## config.mk

```make
export PLATFORM = sky130hd
export DESIGN_NAME = reg_bank
export DESIGN_NICKNAME = d
export VERILOG_FILES = /design/src/rtl/reg_bank.sv
export SDC_FILE = /design/constraint.sdc
export NUM_CORES = 2
export LEC_CHECK = 0
export CAP_MARGIN = 20
export CORE_ASPECT_RATIO = 1.75
export CORE_MARGIN = 2
export CORE_UTILIZATION = 65
export CTS_CLUSTER_DIAMETER = 100
export CTS_CLUSTER_SIZE = 24
export DETAILED_ROUTE_END_ITERATION = 8
export PLACE_DENSITY_LB_ADDON = 0.1
export SETUP_SLACK_MARGIN = 0.5
export SYNTH_ARGS = -nofsm -noshare
export SYNTH_HDL_FRONTEND = slang
export SYNTH_SLANG_ARGS = --single-unit
```

## constraint.sdc

```tcl
create_clock -name clk -period 7.73 [get_ports clk]
set_clock_uncertainty 0.15 [all_clocks]
set_input_delay 1.9325 -clock clk [delete_from_list [all_inputs] [get_ports clk]]
set_output_delay 1.9325 -clock clk [all_outputs]
set_load 0.05 [all_outputs]
```

## src/rtl/reg_bank.sv

```systemverilog
// Integer register file x1..x31 (x0 reads zero): two zero-latency read ports, one-hot write, no backpressure.
// Optional write-first forwarding on read ports when REGBANK_BYPASS_EN is defined; adds a debug write counter and sticky multi-hot flag.
module reg_bank #(
    parameter logic [31:0] SP_RESET  = 32'h0000_0000,
    parameter int          CNT_WIDTH = 32
) (
    input  logic                 clk,
    input  logic                 reset,
    input  logic [4:0]           regA_add,
    input  logic [4:0]           regB_add,
    input  logic [31:1]          wrAddr,
    input  logic [31:0]          wr_data,
    output logic [31:0]          dataA,
    output logic [31:0]          dataB,
    output logic [CNT_WIDTH-1:0] wr_count,
    output logic                 wr_err
);

    logic [31:0] regs [32];
    logic        wr_any;
    logic        wr_multi;
    logic        wr_valid;

    assign wr_any   = |wrAddr;
    // Clearing the lowest set bit leaves something only when two or more bits were set.
    assign wr_multi = |(wrAddr & (wrAddr - 31'd1));
    assign wr_valid = wr_any & ~wr_multi;

    always_ff @(posedge clk) begin
        if (reset) begin
            for (int k = 0; k < 32; k++) begin
                regs[k] <= (k == 2) ? SP_RESET : 32'h0;
            end
            wr_count <= '0;
            wr_err   <= 1'b0;
        end else begin
            if (wr_valid) begin
                for (int k = 1; k < 32; k++) begin
                    if (wrAddr[k]) begin
                        regs[k] <= wr_data;
                    end
                end
                if (wr_count != {CNT_WIDTH{1'b1}}) begin
                    wr_count <= wr_count + CNT_WIDTH'(1);
                end
            end
            if (wr_multi) begin
                wr_err <= 1'b1;
            end
        end
    end

`ifdef REGBANK_BYPASS_EN
    logic [31:0] wr_sel;
    assign wr_sel = {wrAddr, 1'b0};
`endif

    always_comb begin
        dataA = regs[regA_add];
`ifdef REGBANK_BYPASS_EN
        if (wr_valid && wr_sel[regA_add]) begin
            dataA = wr_data;
        end
`endif
        if (regA_add == 5'd0) begin
            dataA = 32'h0;
        end
    end

    always_comb begin
        dataB = regs[regB_add];
`ifdef REGBANK_BYPASS_EN
        if (wr_valid && wr_sel[regB_add]) begin
            dataB = wr_data;
        end
`endif
        if (regB_add == 5'd0) begin
            dataB = 32'h0;
        end
    end

endmodule

```

# Yosys cells after proc, flatten, opt, wreduce, memory -nomap -nowiden
# Memory sizes are Yosys's and may differ from the RTL's.
# Cells that the tools add are included.
[op_classes] add_sub_neg=2 eq_ne=1 mux=159 n_bitwise=34 reduce_logical=5
[ops] operator="$mux 32" count=33
[ops] operator="$mux 1" count=126
[ops] operator="$reduce_or 31->1" count=2
[ops] operator="$add 32x1->32 const B" count=1
[ops] operator="$ne 32x32->1 const B" count=1
[ops] operator="$and 31x31->31" count=1
[ops] operator="$or 1x1->1" count=31
[ops] operator="$sub 31x1->31 const B" count=1
[ops] operator="$logic_not 5->1" count=2
[ops] operator="$reduce_and 2->1" count=1
[ops] operator="$and 1x1->1" count=1
[ops] operator="$not 1->1" count=1
[totals] ff_bits=33 ram_bits=1024 in_bits=75 output_inout_bits=97 elab_cells=204 n_memories=1
[memory_table] name="regs" depth=32 word_bits=32 rd=2 rd_clocked_by_memory_dff=0 write_ports=32 line_no="19" text="logic [31:0] regs [32];"

# Depth between registers and ports, before layout
[logic_depth] word_depth=9 mapped_depth=11 mapped_depth_nobuf=8

# Worst setup path after synthesis
# OpenSTA, ideal clock, no wires.
[synth_path] path_kind="input-to-output" from="input port regA_add[0]" to="output port dataA[0]" t_arrival_ns=4.311 t_required_ns=5.648 path_slack_ns=1.337 path_stages=6 path_buffers=3 path_cell_list="clkbuf_1 clkbuf_1 buf_1 mux4_2 mux4_2 mux2_2"
[synth_via] elab_chain_len=2 elab_cells_between_ends=3 classes_between="1 x mux; 1 x reduce/logical; 1 x memory"
[synth_lines] item="start, declared" line_no="9" text="input logic [4:0] regA_add,"
[synth_lines] item="$mem_v2 32x32 or $logic_not 5->1 (tied branches)"
[synth_lines] item="$mux 32 *" line_no="65" text="if (regA_add == 5'd0) begin"
[synth_lines] item="end, declared" line_no="13" text="output logic [31:0] dataA,"
# Mark *: on every way between the ends. The rest lies on a longest branch, timed or not.

# Worst setup path after layout
[layout_path] from="input port regB_add[0]" to="output port dataB[6]"
[layout_via] elab_chain_len=2 elab_cells_between_ends=3 classes_between="1 x mux; 1 x reduce/logical; 1 x memory"
[layout_lines] item="start, declared" line_no="10" text="input logic [4:0] regB_add,"
[layout_lines] item="$mem_v2 32x32 or $logic_not 5->1 (tied branches)"
[layout_lines] item="$mux 32 *" line_no="77" text="if (regB_add == 5'd0) begin"
[layout_lines] item="end, declared" line_no="14" text="output logic [31:0] dataB,"
# Marks and branches as above.

==> summary.txt <==
Final layout
  – Post-layout util: 71.4%
  – Fin nets: 3082
  – Synth-to-Final Area Change: 8.88%
  – Commonest non-fill, non-tap cell in the layout: edfxtp_1
  – Fill cells: 4677
  – Register area: 0.0304 mm2
  – Share of cells above drive strength 1: 31.8%
  – Most frequent cells in the layout: 992 x edfxtp_1, 576 x mux4_2, 564 x nor2_1
  – Multi-input gate area: 0.0193 mm2

Power and ir drop
  – Gate power share: 17.2%
  – PwrDens: 207 mW/mm2
  – Sequential share of power: 57.9%
  – Pwr Total: 11.4 mW
  – Int Pwr: 8.51 mW
  – Static Leak: 17.8 nW
  – Clock share of power: 24.9%
  – VDD IR max: 0.196 mV
  – Switching pwr: 2.93 mW
  – Sw Share: 25.6%

Logic synthesis
  – Synth Cell Area: 0.0509 mm2
  – Yosys top cell by area: edfxtp_1
  – Post-synthesis register bit count: 1025
  – Synth unique cells: 56
  – Post-synth EDFFs: 992
  – Mean Syn Cell Area: 17.0 um2
  – Seq/Total Area, Yosys: 59.8%
  – Post-Syn Nets: 3067
  – Syn Inst Count: 2991
  – Ys Warns: 0
  – Ys async rst share: 0%
  – Synth top area cells: edfxtp_1 59%, mux4_2 25%, nor2_1 4.2%
  – Yosys top cell area share: 58.5%
  – Main synth FF type: edfxtp_1

Timing
  – Rel. slew slack: 33.7%
  – Final setup fails: 0
  – Hold Vio Cnt, Final: 0
  – Slew Limit Fails: 0
  – Fmax: 142 MHz
  – TNS Setup: 0 ns
  – Slew @ Worst Pin: 0.995 ns
  – RSZ-0062 raised after global routing: no
  – Fin crit period: 7.03 ns
  – Tcrit/Tclk final: 90.9%

Placement
  – GP Congestion: 0.851
  – Post-detail-place hpwl: 87.7 mm
  – Input/output buffers: 171

Die
  – Num rows: 135
  – DIE AREA: 0.0806 mm2
  – Io pins: 172
  – Core area: 0.0775 mm2
  – Die Y: 374 um
  – Die Width: 215 um
  – Starting density of the core: 65.6%

Clock network
  – Worst-Skew Late Latency: 0.65 ns
  – CTS clk-pin slew, worst paths: 0.10 ns
  – Longest Clk Path Bufs: 3
  – CTS Hold Bufs: 0
  – Cts repair resizes: 0
  – CTS Sinks: 1025
  – Setup Buffers After CTS: 0
  – Cts bufs inserted: 48
  – Root Buffer Master: clkbuf_16
  – CTS tree: yes
  – CTS H-tree lvls: 2

Global route
  – GRT overflow: 0
  – First-pass GRT wire length: 220 mm
  – Initial antenna violation count: 1
  – Largest net degree at the start of global routing: 97
  – Vias in the first global route: 32.9k
  – Gr usage total: 38.6%

Drt
  – WL per Instance: 38.0 um
  – Vias per inst: 7.83
  – Via count: 31.7k
  – 1st-iter DRT viols: 4568
  – Final wirelength: 154 mm
  – DRC: 0
  – Pre-antenna DRT Iters: 6
  – Remaining antenna violation count: 0

Setup path
  – Crit path max fanout: 46
  – Worst path required time: 5.65 ns
  – CP arrival: 4.95 ns
  – Critical path type: in2out
  – Delay-heaviest family, CP: buffers and inverters
  – Slowest library cell on the worst path: clkdlybuf4s50_1
  – CP cell instances: buf_8, buf_12, mux4_2, mux4_2, mux2_2, clkdlybuf4s50_1
  – Worst setup EP type: primary output
  – CP Buf/Inv Count: 3
  – Worst path max stage delay: 0.71 ns
  – Startpoint types: primary input
  – Most used cell along the critical path: mux4_2

Flow run
  – Total of max-cap violations: 0

Min path
  – HP Class: reg2reg

Run status
  – Status: complete, no violations
==> worst register-to-register path: cells and delay by family, from the launching register on <==
kind	cells	cell delay, ns
compound gates	1	0.15
fa+ha+maj	1	0.24
flops	1	0.47
mux	1	0.34
simple gates	5	1.47
==> flip-flops by register name, indices dropped and copies added, names as in the netlist <==
signal,cells
wr_count,32
wr_err,1
regs,992
==> worst paths after layout <==
kind | from | endpoint | slack [ns] | cells past startpoint
worst max-delay path | regB_add[0] | dataB[6] | 0.70 | 6
worst min-delay path | wr_count[13] | wr_count[13] | 0.36 | 2
worst max register to register | wr_count[0] | wr_count[5] | 4.81 | 8
worst min register to register | wr_count[13] | wr_count[13] | 0.36 | 2
==> power by group through the flow <==
stage	Sequential, mW	Clock, mW	Combinational [mW]
global route	6.65	2.99	2.03
global placement	6.68	0	1.93
detailed placement	6.74	0	1.96
CTS	6.61	2.84	1.96
finish	6.62	2.85	1.97
floorplan	6.66	0	1.27
==> synth_stat cells (all sizes together), types with 3 or more instances <==
cell	n
a21o	13
a21oi	27
a22o	63
a31oi	3
and3	9
and4	7
buf	107
clkbuf	192
dfxtp	33
edfxtp	992
inv	38
mux2	137
mux4	576
nand2	13
nand2b	50
nand3	35
nand4	15
nor2	566
nor2b	11
nor3	13
nor4	7
o21ai	11
o31ai	18
or2	3
or3	6
or4	21
==> area by class of cell <==
cell class                 instances  area share (%)
tap                             1027            2.32
clock inverter                     1          0.0158
clock buffer                      58            2.27
antenna                            1         0.00452
multi-input combinational       1629            34.8
timing repair buffer             264            5.31
sequential                      1025            55.0
inverter                          38           0.257
==> through the flow <==
step,std cells,worst slack (ns),area (um2),hold WS [ns]
6_report,4043,0.701,55400,0.364
5_1_grt,4043,0.582,55400,0.394
4_1_cts,4042,0.689,55400,0.361
3_5_place_dp,3983,0.702,54100,0.345
3_3_place_gp,3978,0.669,54000,0.327
2_1_floorplan,2991,1.34,50900,0.562
==> metal layers <==
| layer | track usage, % | routed length (um) | vias to the layer above |
|---|---|---|---|
| li1 | - | - | 12000 |
| met1 | 47.8 | 47800 | 16300 |
| met2 | 63.6 | 76900 | 2647 |
| met3 | 6.30 | 16400 | 654 |
| met4 | 25.5 | 12500 | 0 |
| met5 | 0 | 0 | - |
==> kinds of logic (layout without fill, tap and decap cells) <==
logic type	after synthesis	count (layout)	synth area share, %
DFF	1025	1025	59.8
and+or+nand+nor	761	761	6.66
muxes	713	713	28.5
buffers and inverters	337	361	2.61
AOI/OAI and AO/OA	152	152	2.28
xor gates and xnor gates	2	2	0.0492
adders and majority gates	1	1	0.0246
other	0	1	0
Power figures use the tool's default switching activity.
